===== src/rtl/pc_branch_ctrl.sv =====
// pc_branch_ctrl: program counter and branch sequencer for the ONC-16 core
//   clock   in   rising-edge system clock
//   n_rst   in   asynchronous active-low reset
//   stall   in   hold pc and flush counter
//   bre     in   branch taken (already gated with decode enable)
//   br_link in   with bre, also capture pc+1 into link
//   br_tgt  in   branch target (absolute, or signed offset with PC_REL_BR_EN)
//   pc      out  current fetch address
//   flush   out  kill younger in-flight instructions
//   link    out  return address of last linked branch
//   busy    out  high while flushing
// Build option PC_REL_BR_EN: branch target is pc + br_tgt instead of br_tgt.
module pc_branch_ctrl #(
   parameter int              PC_W      = 16,
   parameter logic [PC_W-1:0] RST_VEC   = '0,
   parameter int              FLUSH_CYC = 2
) (
   input  logic            clock,
   input  logic            n_rst,
   input  logic            stall,
   input  logic            bre,
   input  logic            br_link,
   input  logic [PC_W-1:0] br_tgt,
   output logic [PC_W-1:0] pc,
   output logic            flush,
   output logic [PC_W-1:0] link,
   output logic            busy
);
   typedef enum logic {RUN, FLUSH} state_t;
   state_t state, state_nx;
   logic [2:0] cnt, cnt_nx;
   logic [PC_W-1:0] pc_nx, link_nx, tgt, pc_inc;
   logic flush_nx;
   assign pc_inc = pc + PC_W'(1);
`ifdef PC_REL_BR_EN
   assign tgt = pc + br_tgt;
`else
   assign tgt = br_tgt;
`endif
   assign busy = flush;
   always_comb begin
      state_nx = state;
      cnt_nx   = cnt;
      pc_nx    = pc;
      link_nx  = link;
      flush_nx = flush;
      if (state == RUN) begin
         // a taken branch wins over stall so the redirect is never lost
         if (bre) begin
            pc_nx    = tgt;
            flush_nx = 1'b1;
            cnt_nx   = 3'(FLUSH_CYC - 1);
            state_nx = FLUSH;
            link_nx  = br_link ? pc_inc : link;
         end else begin
            pc_nx = stall ? pc : pc_inc;
         end
      end else if (!stall) begin
         // bre here belongs to an instruction being flushed, so it is ignored
         pc_nx    = pc_inc;
         cnt_nx   = (cnt != 3'd0) ? cnt - 3'd1 : cnt;
         flush_nx = (cnt != 3'd0);
         state_nx = (cnt != 3'd0) ? FLUSH : RUN;
      end
   end
   always_ff @(posedge clock or negedge n_rst) begin
      if (!n_rst) begin
         state <= RUN;
         cnt   <= '0;
         pc    <= RST_VEC;
         link  <= '0;
         flush <= 1'b0;
      end else begin
         state <= state_nx;
         cnt   <= cnt_nx;
         pc    <= pc_nx;
         link  <= link_nx;
         flush <= flush_nx;
      end
   end
endmodule


===== config.mk =====
export PLATFORM = sky130hd
export DESIGN_NAME = pc_branch_ctrl
export DESIGN_NICKNAME = d
export VERILOG_FILES = /design/src/rtl/pc_branch_ctrl.sv
export SDC_FILE = /design/constraint.sdc
export NUM_CORES = 1
export LEC_CHECK = 0
export CAP_MARGIN = 20
export CELL_PAD_IN_SITES_DETAIL_PLACEMENT = 0
export CELL_PAD_IN_SITES_GLOBAL_PLACEMENT = 1
export CORE_MARGIN = 2
export CORE_UTILIZATION = 36
export DETAILED_ROUTE_END_ITERATION = 8
export GPL_ROUTABILITY_DRIVEN = 0
export GPL_TIMING_DRIVEN = 1
export PLACE_DENSITY_LB_ADDON = 0.1
export SLEW_MARGIN = 25
export SYNTH_ARGS = -nofsm -noshare
export SYNTH_HDL_FRONTEND = slang
export SYNTH_SLANG_ARGS = --single-unit

===== constraint.sdc =====
create_clock -name clock -period 2.1 [get_ports clock]
set_clock_uncertainty 0.05 [all_clocks]
set_input_delay 0.525 -clock clock [delete_from_list [all_inputs] [get_ports clock]]
set_output_delay 0.525 -clock clock [all_outputs]
set_load 0.01 [all_outputs]

==> impl_metrics.tcl, run 1 <==
set metrics [dict create \
    syn_area_um2 2020 \
    grt_use_total 0.163 \
    ys_top_cells_by_area "dfrtp_1 46%, xnor2_1 9.5%, nand2_1 6.5%" \
    ctsResizeCount 0 \
    htree_levels 2 \
    power.share.combinational 0.476 \
    finalWirelength_um 4530 \
    critPathArrivalTime_ns 1.44 \
    grt_max_degree 29 \
    yosys.area.top_type "dfrtp_1" \
    nNetsFinal 293 \
    num_antenna_cells 0 \
    portBuffers 54 \
    die_w_um 78.9 \
    synth_edf_count 0 \
    cts_sinks 37 \
    post-dp-hpwl_um 3440 \
    numCtsBuffers 5 \
    cts_hold_buf 0 \
    yosysTopAreaCellShare 0.458 \
    ys_warn_count 0 \
    regToRegStartpoint "pc[4]" \
    initial_core_util 0.369 \
    p_leak_nw 1.08 \
    worstSetupPathType "reg2out" \
    p_seq_frac 0.392 \
    fmax_mhz 497 \
    core-area_um2 5470 \
    required_ns 1.52 \
    ant_nets 0 \
    yosysUniqueCellTypes 35 \
    pwr-share-clk 0.132 \
    drv_slew 0 \
    initialDrtViolationCount 66 \
    p_int_mw 2.34 \
    dp_cells 334 \
    cp_top_family "buffers and inverters" \
    drcViolationCount 0 \
    worstPathMaxFanout 8 \
    clk_latency_ns 0.29 \
    critPathLaunchType "flop" \
    clockRootBuffer "clkbuf_8" \
    max_stage_delay_ns 0.61 \
    tns_ns 0 \
    crit_start "pc[2]" \
    yosysSeqAreaShare 0.458 \
    ir_worst_vdd_mv 0.707 \
    fin_cells 341 \
    hold_ws_ns 0.119 \
    setup.worst_path.end_class "primary output" \
    die-area_um2 6220 \
    syn_to_final_growth_pct 36.6 \
    cp_num_buf_inv 1 \
    dr_total_vias 1616 \
    syn_area_per_cell_um2 9.62 \
    antenna_found_initial 0 \
    hp-class "in2async" \
    setup_viol 0 \
    worst_path_max_delay_cell "clkdlybuf4s50_1" \
    crit_chain "clkdlybuf4s50_1" \
    power.switching_mw 1.45 \
    ys.flop_type "dfrtp_1" \
    ys_ff_latch 37 \
    slew_headroom 0.713 \
    grt_pass1_wl_um 7820 \
    pwr_density_cell_nw_per_um2 1370 \
    final_common_cell "clkdlybuf4s50_1" \
    period_needed_ns 2.01 \
    p_total_mw 3.79 \
    post-cts-setup-buffers 0 \
    drive_gt1_frac 0.104 \
    rsz0062_at_grt "no" \
    tightest_slew_ns 0.431 \
    grt_pass1_vias 1511 \
    ctsLongestPathBuffers 2 \
    wl_per_cell_um 13.3 \
    die_y_um 78.9 \
    maxCapViolations 0 \
    pin_count 55 \
    via_per_inst 4.74 \
    status "complete, no violations" \
    nFillCells 564 \
    cts_tree "yes" \
    fin_crit_sh 0.958 \
    syn_inst 210 \
    async_flop_share 1.00 \
    clk_pin_slew_ns 0.07 \
    syn_nets 234 \
    drtPass1Iterations 6 \
    final_cell_mix "53 x clkdlybuf4s50_1, 37 x dfrtp_1, 35 x nand2_1" \
    hold_viol 0 \
    swShare 0.383 \
    num_rows 27 \
    grt-ovfl-total 0 \
]
## stage by stage
stage	cell area (um^2)	setup WS [ns]	utilization
2_1_floorplan	2020	0.433	-
3_3_place_gp	2670	0.0954	0.488
3_5_place_dp	2670	0.0562	0.488
4_1_cts	2760	0.0815	0.504
5_1_grt	2760	0.0202	0.504
6_report	2760	0.0883	0.504
## cells in the mapped netlist (2+ instances only)
cell type / number
a21boi_1: 2
a21oi_1: 3
buf_1: 3
buf_2: 3
clkbuf_1: 4
dfrtp_1: 37
ha_1: 3
inv_1: 7
mux2_2: 3
mux2i_1: 2
nand2_1: 35
nand2b_1: 4
nand3_1: 3
nand4_4: 2
nor2_1: 13
nor2b_1: 2
nor3_1: 8
nor3b_1: 2
nor4_1: 3
nor4_2: 4
nor4_4: 2
o21ai_0: 16
o21ai_1: 11
o31a_1: 2
xnor2_1: 22
xor2_1: 5
## area by class of cell
type	instances	area [um^2]	area share
clock buffers	7	86.3	0.0313
inverters	7	26.3	0.00952
multi-input cells	154	1010	0.365
flip-flops and latches	37	926	0.336
well taps	72	90.1	0.0327
repair buffers	64	623	0.226
## registers in the layout (all words and copies together) (netlist names)
register / flops
state: 1
cnt: 3
pc: 16
busy: 1
link: 16
## power groups by stage
stage	logic [mW]	registers, mW	clock network [mW]
final	1.80	1.48	0.501
after global routing	2.00	1.56	0.568
after CTS	1.83	1.49	0.531
after detailed placement	1.82	1.50	0
after global placement	1.81	1.50	0
after floorplan	0.898	1.51	0
## path summary, 6_finish.rpt
check	endpoint	slack, ns	cells after the start
worst max register to register	pc[15]	0.28	4
min in group clock	link[2]	0.43	2
worst max-delay path	pc[2]	0.09	1
worst min-delay path	link[15]	0.12	1
worst min register to register	link[2]	0.43	2
max in group asynchronous	pc[5]	1.43	2
## per-layer routing
metal / up-vias / share of wire / track usage
li1: 831 / - / -
met1: 737 / 0.51 / 0.241
met2: 42 / 0.43 / 0.238
met3: 6 / 0.051 / 0.0386
met4: 0 / 0.012 / 0.0466
met5: - / 0 / 0
## cells by family after synthesis
family                   synth area share
multiplexers                       0.0266
AND/OR/NAND/NOR                     0.230
flip-flops                          0.458
buffers and inverters              0.0427
XOR/XNOR                            0.117
adder cells (fa/ha/maj)            0.0186
AO/OA/AOI/OAI                       0.107
(Power assumes the default switching activity.)
==> inputs of run 2 (changes only) <==
--- a/config.mk
+++ b/config.mk
@@ -9,7 +9,8 @@
 export CELL_PAD_IN_SITES_DETAIL_PLACEMENT = 0
 export CELL_PAD_IN_SITES_GLOBAL_PLACEMENT = 1
 export CORE_MARGIN = 2
-export CORE_UTILIZATION = 36
+export CORE_UTILIZATION = 37
+export CTS_BUF_LIST = sky130_fd_sc_hd__clkbuf_2 sky130_fd_sc_hd__clkbuf_4 sky130_fd_sc_hd__clkbuf_8
 export DETAILED_ROUTE_END_ITERATION = 8
 export GPL_ROUTABILITY_DRIVEN = 0
 export GPL_TIMING_DRIVEN = 1
==> constraint.sdc (replaced) <==
create_clock -name clock -period 2.3 [get_ports clock]
set_clock_uncertainty 0.05 [all_clocks]
set_input_delay 0.575 -clock clock [delete_from_list [all_inputs] [get_ports clock]]
set_output_delay 0.575 -clock clock [all_outputs]
set_load 0.01 [all_outputs]
==> impl_metrics.tcl, run 2 (synthesis gave the netlist of run 1 again) <==
set metrics [dict create \
    status "complete, no violations" \
    setup.worst_path.end_class "primary output" \
    r2r_slack_ns 0.45 \
    fin_cells 336 \
    drcViolationCount 0 \
    post_dp_cell_area_um2 2640 \
    grt-ovfl-total 0 \
    die_w_um 77.9 \
    antenna_found_initial 0 \
    worst_path_max_delay_cell "clkdlybuf4s50_1" \
    pre_cts_ws_ns 0.120 \
    final_common_cell "clkdlybuf4s50_1" \
    wl_per_cell_um 13.5 \
    fin_ws_ns 0.257 \
    clockRootBuffer "clkbuf_8" \
    critPathArrivalTime_ns 1.42 \
    crit_chain "clkdlybuf4s50_1" \
    final_cell_mix "53 x clkdlybuf4s50_1, 37 x dfrtp_1, 35 x nand2_1" \
    numCtsBuffers 5 \
    cts_tree "yes" \
    core-area_um2 5170 \
    initial_core_util 0.390 \
    cp_num_buf_inv 1 \
    maxCapViolations 0 \
    fin_crit_sh 0.888 \
    dp_cells 328 \
    num_rows 26 \
    via_per_inst 4.74 \
    cp_top_family "buffers and inverters" \
    grt_pass1_wl_um 7560 \
    cts_sinks 37 \
    grt_use_total 0.160 \
    pin_count 55 \
    max_stage_delay_ns 0.60 \
    nNetsFinal 289 \
    post-cts-setup-buffers 0 \
    drive_gt1_frac 0.0977 \
    portBuffers 54 \
    ir_worst_vdd_mv 0.473 \
    ctsResizeCount 0 \
    htree_levels 2 \
    clk_pin_slew_ns 0.07 \
    nFillCells 481 \
    required_ns 1.67 \
    ctsLongestPathBuffers 2 \
    grt_max_degree 38 \
    p_leak_nw 1.07 \
    cts_hold_buf 0 \
    final_area_um2 2740 \
    setup_viol 0 \
    crit_cells 1 \
    post-dp-hpwl_um 3260 \
    clk_latency_ns 0.29 \
    r2r-end "pc[10]" \
    slew_headroom 0.734 \
    drtPass1Iterations 4 \
    reg_top3 "link: 16 flops, pc: 16 flops, cnt: 3 flops" \
    hp-class "in2async" \
    worstSetupPathType "reg2out" \
    die-area_um2 6060 \
    tns_ns 0 \
    die_y_um 77.9 \
    dr_total_vias 1593 \
    rsz0062_at_grt "no" \
    fmax_mhz 490 \
    ant_nets 0 \
    syn_to_final_growth_pct 35.7 \
    critPathLaunchType "flop" \
    num_antenna_cells 0 \
    period_needed_ns 2.04 \
    grt_pass1_vias 1556 \
    r2r_cells 5 \
    hold_viol 0 \
    pwr_density_cell_nw_per_um2 1270 \
    worstPathMaxFanout 7 \
    tightest_slew_ns 0.395 \
    initialDrtViolationCount 47 \
    regToRegStartpoint "pc[0]" \
    drv_slew 0 \
    finalWirelength_um 4540 \
]
-- run 2: changes by cell type in the layout (fill, tap and decap cells not counted), sizes merged --
cell    previous run  this run
clkinv             0         1
buf               11         7
-- run 2: layout make-up --
type / instances / area, um^2 / area share
inverters: 7 / 26.3 / 0.00958
well taps: 70 / 87.6 / 0.0319
clock buffers: 7 / 96.3 / 0.0351
repair buffers: 60 / 593 / 0.216
clock inverters: 1 / 5.00 / 0.00183
multi-input cells: 154 / 1010 / 0.367
flip-flops and latches: 37 / 926 / 0.338
-- run 2: how the worst max path moves through the flow --
| stage | start | to | slack (ns) |
|---|---|---|---|
| floorplan | bre | link[1] | 0.60 |
| global placement | stall | pc[9] | 0.22 |
| detailed placement | stall | pc[11] | 0.12 |
| CTS | pc[8] | pc[8] | 0.24 |
| global route | pc[2] | pc[2] | 0.19 |
| finish | pc[8] | pc[8] | 0.26 |
-- run 2: layer usage --
metal  GRT usage  vias to the layer above  routed length, um
met5           0                        -                  0
met4      0.0482                        0                 40
met3      0.0430                        5                240
met2       0.248                       44               1990
met1       0.219                      717               2270
li1            -                      827                  -
-- run 2: stage by stage --
| stage | hold WS [ns] | power, mW | util |
|---|---|---|---|
| after floorplan | 0.229 | 2.20 | - |
| after global placement | 0.411 | 2.99 | 0.510 |
| after detailed placement | 0.420 | 3.00 | 0.510 |
| after CTS | 0.190 | 3.52 | 0.530 |
| after global routing | 0.192 | 3.75 | 0.530 |
| final | 0.191 | 3.47 | 0.530 |
-- run 2: report_power, final --
group          internal (mW)  switching, mW
logic                  0.914          0.690
registers              0.955          0.406
clock network          0.271          0.235
total                   2.14           1.33
==> inputs of run 3 (changes only) <==
--- a/config.mk
+++ b/config.mk
@@ -15,6 +15,7 @@
 export GPL_ROUTABILITY_DRIVEN = 0
 export GPL_TIMING_DRIVEN = 1
 export PLACE_DENSITY_LB_ADDON = 0.1
+export REMOVE_ABC_BUFFERS = 1
 export SLEW_MARGIN = 25
 export SYNTH_ARGS = -nofsm -noshare
 export SYNTH_HDL_FRONTEND = slang
==> impl_metrics.tcl, run 3 (synthesis gave the netlist of run 1 again) <==
set metrics [dict create \
    post_dp_cell_area_um2 2670 \
    drcViolationCount 0 \
    die_y_um 77.9 \
    crit_chain "clkdlybuf4s50_1" \
    slew_headroom 0.774 \
    ir_worst_vdd_mv 0.483 \
    final_common_cell "clkdlybuf4s50_1" \
    worstPathMaxFanout 7 \
    drv_slew 0 \
    period_needed_ns 2.06 \
    maxCapViolations 0 \
    nFillCells 505 \
    initial_core_util 0.390 \
    tightest_slew_ns 0.336 \
    dp_cells 330 \
    hp-class "in2async" \
    final_area_um2 2770 \
    p_total_mw 3.49 \
    cts_hold_buf 0 \
    max_stage_delay_ns 0.60 \
    critPathArrivalTime_ns 1.44 \
    cp_top_family "buffers and inverters" \
    setup.worst_path.end_class "primary output" \
    grt_pass1_vias 1603 \
    post-cts-setup-buffers 0 \
    clockRootBuffer "clkbuf_8" \
    pin_count 55 \
    p_leak_nw 1.09 \
    reg_top3 "link: 16 flops, pc: 16 flops, cnt: 3 flops" \
    crit_cells 1 \
    ctsLongestPathBuffers 2 \
    die-area_um2 6060 \
    core-area_um2 5170 \
    drive_gt1_frac 0.108 \
    cts_sinks 37 \
    r2r-end "pc[10]" \
    regToRegStartpoint "pc[0]" \
    wl_per_cell_um 14.3 \
    grt-ovfl-total 0 \
    worstSetupPathType "reg2out" \
    top_layer "met4" \
    critPathCapture "pc[8]" \
    r2r_cells 5 \
    grt_use_total 0.174 \
    grt_pass1_wl_um 8180 \
    via_per_inst 4.83 \
    nNetsFinal 291 \
    wl_met2_um 2180 \
    cts_tree "yes" \
    m1WireLength_um 2370 \
    ctsResizeCount 0 \
    critPathLaunchType "flop" \
    status "complete, no violations" \
    drtPass1Iterations 4 \
    ant_nets 0 \
    numCtsBuffers 5 \
    finalWirelength_um 4820 \
    crit_start "pc[8]" \
    required_ns 1.67 \
    fin_cells 338 \
    wl_met3_um 189 \
    hold_ws_ns 0.181 \
    htree_levels 2 \
    syn_to_final_growth_pct 37.2 \
    clk_pin_slew_ns 0.08 \
    clk_latency_ns 0.29 \
    setup_viol 0 \
    dr_total_vias 1633 \
    num_rows 26 \
    initialDrtViolationCount 69 \
    num_antenna_cells 0 \
    rsz0062_at_grt "no" \
    hold_viol 0 \
    grt_max_degree 38 \
    die_w_um 77.9 \
    fin_crit_sh 0.897 \
    tns_ns 0 \
    final_cell_mix "53 x clkdlybuf4s50_1, 37 x dfrtp_1, 35 x nand2_1" \
    pwr_density_cell_nw_per_um2 1260 \
    fmax_mhz 485 \
    cp_num_buf_inv 1 \
    antenna_found_initial 0 \
    worst_path_max_delay_cell "clkdlybuf4s50_1" \
    post-dp-hpwl_um 3390 \
    r2r_slack_ns 0.42 \
    portBuffers 54 \
]
run 3: cell count changes in the layout (fill, tap and decap cells not counted), sizes merged:
cell	previous run	this run
buf	7	9
run 3: worst min-delay path by stage:
stage,start,to,slack [ns]
after global routing,n_rst,link[7],0.21
after detailed placement,link[7],link[7],0.42
after floorplan,n_rst,busy,0.23
final,n_rst,link[6],0.18
after CTS,n_rst,busy,0.20
after global placement,link[5],link[5],0.41
run 3: per-layer routing:
layer	up-vias	GRT usage
met5	-	0
met4	0	0.0696
met3	8	0.0291
met2	40	0.268
met1	765	0.243
li1	820	-
run 3: area by class of cell:
type	instances	area [um^2]	share of cell area
multi-input cells	154	1010	0.364
flip-flops and latches	37	926	0.334
repair buffers	62	621	0.224
clock buffers	7	96.3	0.0348
well taps	70	87.6	0.0316
inverters	7	26.3	0.00948
clock inverters	1	5.00	0.00181
run 3: power by group:
part	internal [mW]	leakage, nW	total [mW]	switching (mW)
sequential	0.954	0.452	1.35	0.400
combinational	0.928	0.580	1.63	0.697
clock	0.271	0.0542	0.513	0.242
total	2.15	1.09	3.49	1.34
run 3: metrics by stage:
step	util	worst slack (ns)
after floorplan	-	-0.476
after global placement	0.516	0.177
after detailed placement	0.516	0.168
after CTS	0.536	0.218
after global routing	0.536	0.191
final	0.536	0.237
==> RTL edit 1, RTL diff (flow settings as in run 2) <==
The parameter `PC_W` goes from 16 to 32.
--- a/src/rtl/pc_branch_ctrl.sv
+++ b/src/rtl/pc_branch_ctrl.sv
@@ -13,3 +13,3 @@
 module pc_branch_ctrl #(
-   parameter int              PC_W      = 16,
+   parameter int              PC_W      = 32,
    parameter logic [PC_W-1:0] RST_VEC   = '0,
Interface: changed (resized br_tgt, link and pc); port bits go from 55 to 103. No check against the original RTL was run, so the function may have changed too.
==> RTL edit 1 against run 2 <==
Register-to-register slack worse by 210 ps; via count up 100%; worst setup slack worse by 100 ps; sequential cell count is 32 higher; wire length rose by 120%; power rose by 82%; design area increased by 89%; area after synthesis rose by 85%; count of clock-buffer cells in the layout rose by 4; critical endpoint is now pc[17]; largest cell class unchanged; largest power group unchanged.
==> RTL edit 1: results (changes against run 2) <==
| Metric | Value |
|---|---|
| Status | finished clean |
| Worst-path cell with the longest stage delay | sky130_fd_sc_hd__clkdlybuf4s50_1 |
| Inserted Diodes | 0 (unchanged) |
| Cell count after placement | 645 (+97%) |
| Count of cell types in the netlist | 37 (+5.7%) |
| Leak | 2.04 nW (+91%) |
| Number of levels in the clock H-tree | 3 (+1) |
| Max stage delay on crit path | 620 ps (+20 ps) |
| Endpoint arrival time on the critical path | 1520 ps (+100 ps) |
| Highest layer used for signal routing | met4 |
| Drt total wl | 9930 µm (+120%) |
| Setup repair bufs after CTS | 0 (unchanged) |
| Leading post-synthesis cells by instance count | sky130_fd_sc_hd__nand2_1, sky130_fd_sc_hd__dfrtp_1, sky130_fd_sc_hd__o21ai_0 |
| Final Hold Violating Endpoints | 0 (unchanged) |
| Via count of the first global-routing pass | 3250 (+110%) |
| Number of fill cells | 976 (+100%) |
| Worst hold-check path type | in2async |
| Violation count after the first detailed-routing iteration | 145 (+210%) |
| Wire length on met1 | 4770 µm (+110%) |
| Synthesized net count | 455 (+94%) |
| Pwr per Cell Area | 1220 nW/µm² (-3.6%) |
| Number of cells upsized or downsized after cts | 0 (unchanged) |
| Top fanout value on the critical path | 10 (+3) |
| Per-cell routed wire length | 15.0 µm (+11%) |
| Cells after Synth | 415 (+98%) |
| Number of buffers between clock root and the deepest sink | 2 (unchanged) |
| DR vias/cell | 4.86 (+2.5%) |
| Largest registers | link: 32 flops, pc: 32 flops, cnt: 3 flops |
| DP Wirelength | 7260 µm (+120%) |
| Yosys warning count | 0 (unchanged) |
| First-pass GRT wire length | 16700 µm (+120%) |
| Maximum number of pins on one net before global-route repair | 70 (+84%) |
| Sequential fraction of the synthesis area | 46.3% (+0.49 points) |
| Number of antenna violations at the first check in global routing | 0 (unchanged) |
| Main area contributors after synthesis | sky130_fd_sc_hd__dfrtp_1, sky130_fd_sc_hd__xor2_1, sky130_fd_sc_hd__nand2_1 |
| Share of synthesized flip-flops with an asynchronous set or reset | 100% (unchanged) |
| Number of detailed-route iterations in the first pass | 4 (unchanged) |
| Count of buffers inserted at the top-level ports | 102 (+89%) |
| Routed met3 length | 643 µm (+170%) |
| Clock-pin slew of the registers on the worst-case setup and hold paths | 70 ps (about the same) |
| Clock tree root driver cell | sky130_fd_sc_hd__clkbuf_8 |
| Slew @ Worst Pin | 462 ps (+67.2 ps) |
| Maximum resistive drop on vdd | 0.000583 V (+23%) |
| WL met2 | 4450 µm (+120%) |
| Worst skew pair latency | 340 ps (+50 ps) |
| Number of nets in the final layout | 563 (+95%) |
| Proportion of layout cells with a drive suffix above 1 | 10.2% (+0.47 points) |
| Global-route usage over all layers | 19.0% (+2.9 points) |
| Kind of cell adding the most delay to the critical path | buffers and inverters |
| Post-Place Cell Area | 4970 µm² (+88%) |
| Clock buffer count from CTS | 9 (+4) |
[RTL edit 1: changes by cell type after synthesis, sizes merged, moves of 3 or more]
cell    before  now
nand4        3   21
o21ai       27   62
dfrtp       37   69
nand2       35   83
nand3b       1    4
xor2         5   38
and3         0    3
nand3        3   19
nor2        13   17
clkbuf       4   19
[RTL edit 1: where the power goes]
part	internal, mW	leakage [nW]	switching, mW
Sequential	1.78	0.855	0.757
Combinational	1.56	1.08	1.22
Clock	0.550	0.101	0.449
Total	3.89	2.04	2.42
[RTL edit 1: worst paths after layout]
check | from | end | slack, ps | cells after the start
setup / recovery | pc[17]$_DFF_PN0_ | pc[17] | 150 | 1
hold / removal | n_rst | link[9]$_DFFE_PN0P_ | 200 | 2
max in group asynchronous | n_rst | pc[8]$_DFF_PN0_ | 1690 | 2
hold reg to reg | link[10]$_DFFE_PN0P_ | link[10]$_DFFE_PN0P_ | 430 | 2
setup reg to reg | pc[0]$_DFF_PN0_ | link[28]$_DFFE_PN0P_ | 240 | 7
min in group clock | link[10]$_DFFE_PN0P_ | link[10]$_DFFE_PN0P_ | 430 | 2
[RTL edit 1: per-stage QoR]
step,worst slack [ps],power [mW]
4_1_cts,120,6.39
5_1_grt,9.04,6.78
3_3_place_gp,171,5.30
3_5_place_dp,82.7,5.35
2_1_floorplan,398,3.78
6_report,153,6.31
[RTL edit 1: logic make-up after synthesis]
logic type,count (synthesis),share of synthesized area [%]
adder cells (fa/ha/maj),3,1.01
buffers and inverters,35,4.10
multiplexers,4,1.18
flip-flops,69,46.3
AND/OR/NAND/NOR,177,24.1
XOR/XNOR,61,14.3
AO/OA/AOI/OAI,66,8.93
[RTL edit 1: area by class of cell]
| cell class | count | share of cell area [%] |
|---|---|---|
| clock buffers | 11 | 2.93 |
| flip-flops and latches | 69 | 33.4 |
| repair buffers | 125 | 23.2 |
| inverters | 7 | 0.508 |
| well taps | 133 | 3.22 |
| multi-input cells | 311 | 35.8 |
| clock inverters | 4 | 0.919 |
[RTL edit 1: per-layer routing]
layer	track usage, %	vias up
met2	29.3	85
met3	5.64	5
li1	-	1627
met5	0	-
met1	26.4	1489
met4	3.76	0
==> RTL edit 2, RTL diff (flow settings as in run 2) <==
Without the edit above. Make the reset (`n_rst`) synchronous in one clocked block. Comments in the files are not updated.
--- a/src/rtl/pc_branch_ctrl.sv
+++ b/src/rtl/pc_branch_ctrl.sv
@@ -65,3 +65,3 @@
    end
-   always_ff @(posedge clock or negedge n_rst) begin
+   always_ff @(posedge clock) begin
       if (!n_rst) begin
Check against the original RTL: differs if n_rst is asserted again (counterexample within 4 cycles, from zero or initial values and one cycle with n_rst low); with n_rst held inactive, the same outputs for 10 cycles.
==> RTL edit 2 against run 2 <==
Wire length is 1.8% lower; area after synthesis shrank 6.4%; die area down 6.1%; worst hold slack better by 250 ps; critical path depth did not move; fmax hardly changed; design area decreased by 4.9%; worst setup slack worse by 0.66 ps; non-clock buffer count up 1; sequential cell count unchanged.
Power is not compared: it rests on default switching activity, and its combinational part moved more than twofold at a synthesized area within 25%.
==> RTL edit 2: results (changes against run 2) <==
| Metric | Value |
|---|---|
| Number of detailed-route iterations in the first pass | 4 (unchanged) |
| Violation count after the first detailed-routing iteration | 71 (+51%) |
| Critical register-to-register path startpoint | pc[0]$_SDFF_PN0_ |
| Proportion of layout cells with a drive suffix above 1 | 8.55% (-1.2 points) |
| End of the worst register-to-register path | link[14]$_SDFFE_PN0P_ |
| First-pass GRT wire length | 7380 µm (-2.4%) |
| Global-route usage over all layers | 17.3% (+1.2 points) |
| Number of nets in the final layout | 292 (+1.0%) |
| Final min period | 2040 ps (+0.662 ps) |
| GR Layer Usage met3 | 4.89% (+0.59 points) |
| Post-route worst hold slack | 443 ps (+251 ps) |
| Via count of the first global-routing pass | 1558 (+0.13%) |
| Sequential fraction of the synthesis area | 39.2% (-6.7 points) |
| Number of fill cells | 527 (+9.6%) |
| Global-route met2 utilization | 24.6% (-0.19 points) |
| Primary FF master, synth | sky130_fd_sc_hd__dfxtp_1 |
| Main area contributors after synthesis | sky130_fd_sc_hd__dfxtp_1, sky130_fd_sc_hd__xnor2_1, sky130_fd_sc_hd__o21ai_0 |
| Per-cell routed wire length | 13.2 µm (-2.7%) |
| Count of buffers inserted at the top-level ports | 54 (unchanged) |
| Worst hold-check path type | reg2reg |
| Maximum number of pins on one net before global-route repair | 37 (-2.6%) |
| Pre-CTS setup slack | 60.7 ps (-59.5 ps) |
| DP Wirelength | 3150 µm (-3.4%) |
| Reg2reg setup slack | 490 ps (+40 ps) |
| Leading post-synthesis cells by instance count | sky130_fd_sc_hd__dfxtp_1, sky130_fd_sc_hd__xnor2_1, sky130_fd_sc_hd__o21ai_0 |
| Synthesized net count | 241 (+3.0%) |
| Status | finished clean |
| Share of synthesized flip-flops with an asynchronous set or reset | 0% (-100 points) |
[RTL edit 2: worst max path at each step]
stage / start / endpoint / cells after the start
after CTS: pc[11]$_SDFF_PN0_ / pc[11] / 1
final: pc[5]$_SDFF_PN0_ / pc[5] / 1
after global placement: stall / cnt[0]$_SDFFE_PN0P_ / 6
after global routing: stall / pc[9]$_SDFF_PN0_ / 5
after detailed placement: stall / pc[9]$_SDFF_PN0_ / 5
after floorplan: stall / pc[14]$_SDFF_PN0_ / 5
[RTL edit 2: cells by family (layout without fill, tap and decap cells)]
group	count (synthesis)	after routing	synth area share (%)
xor+xnor	29	29	13.4
mux	3	3	1.59
flops	37	37	39.2
simple gates	62	62	20.7
fa+ha+maj	3	3	1.99
buf+inv	25	77	5.76
compound gates	58	58	17.3
[RTL edit 2: report_power, final]
part	internal (mW)	switching [mW]	total (mW)
Sequential	0.691	0.0628	0.754
Clock	0.271	0.227	0.498
Combinational	0.190	0.142	0.333
[RTL edit 2: through the flow]
step / util, % / cells / cell area (µm²)
floorplan: - / 217 / 1890
global placement: 50.0 / 331 / 2500
detailed placement: 50.0 / 331 / 2500
CTS: 52.0 / 339 / 2610
global route: 52.0 / 339 / 2610
finish: 52.0 / 339 / 2610
[RTL edit 2: layout make-up]
cell class / count / area [µm²] / share of cell area [%]
multi-input cells: 155 / 1040 / 39.9
flip-flops and latches: 37 / 741 / 28.4
repair buffers: 61 / 606 / 23.2
clock buffers: 7 / 96.3 / 3.70
well taps: 70 / 87.6 / 3.36
inverters: 8 / 30.0 / 1.15
clock inverters: 1 / 5.00 / 0.192
[RTL edit 2: metal layers]
metal  up-vias  wire (µm)
met5         -          0
met1       726       2240
met2        45       1950
li1        859          -
met4         0         48
met3         6        223
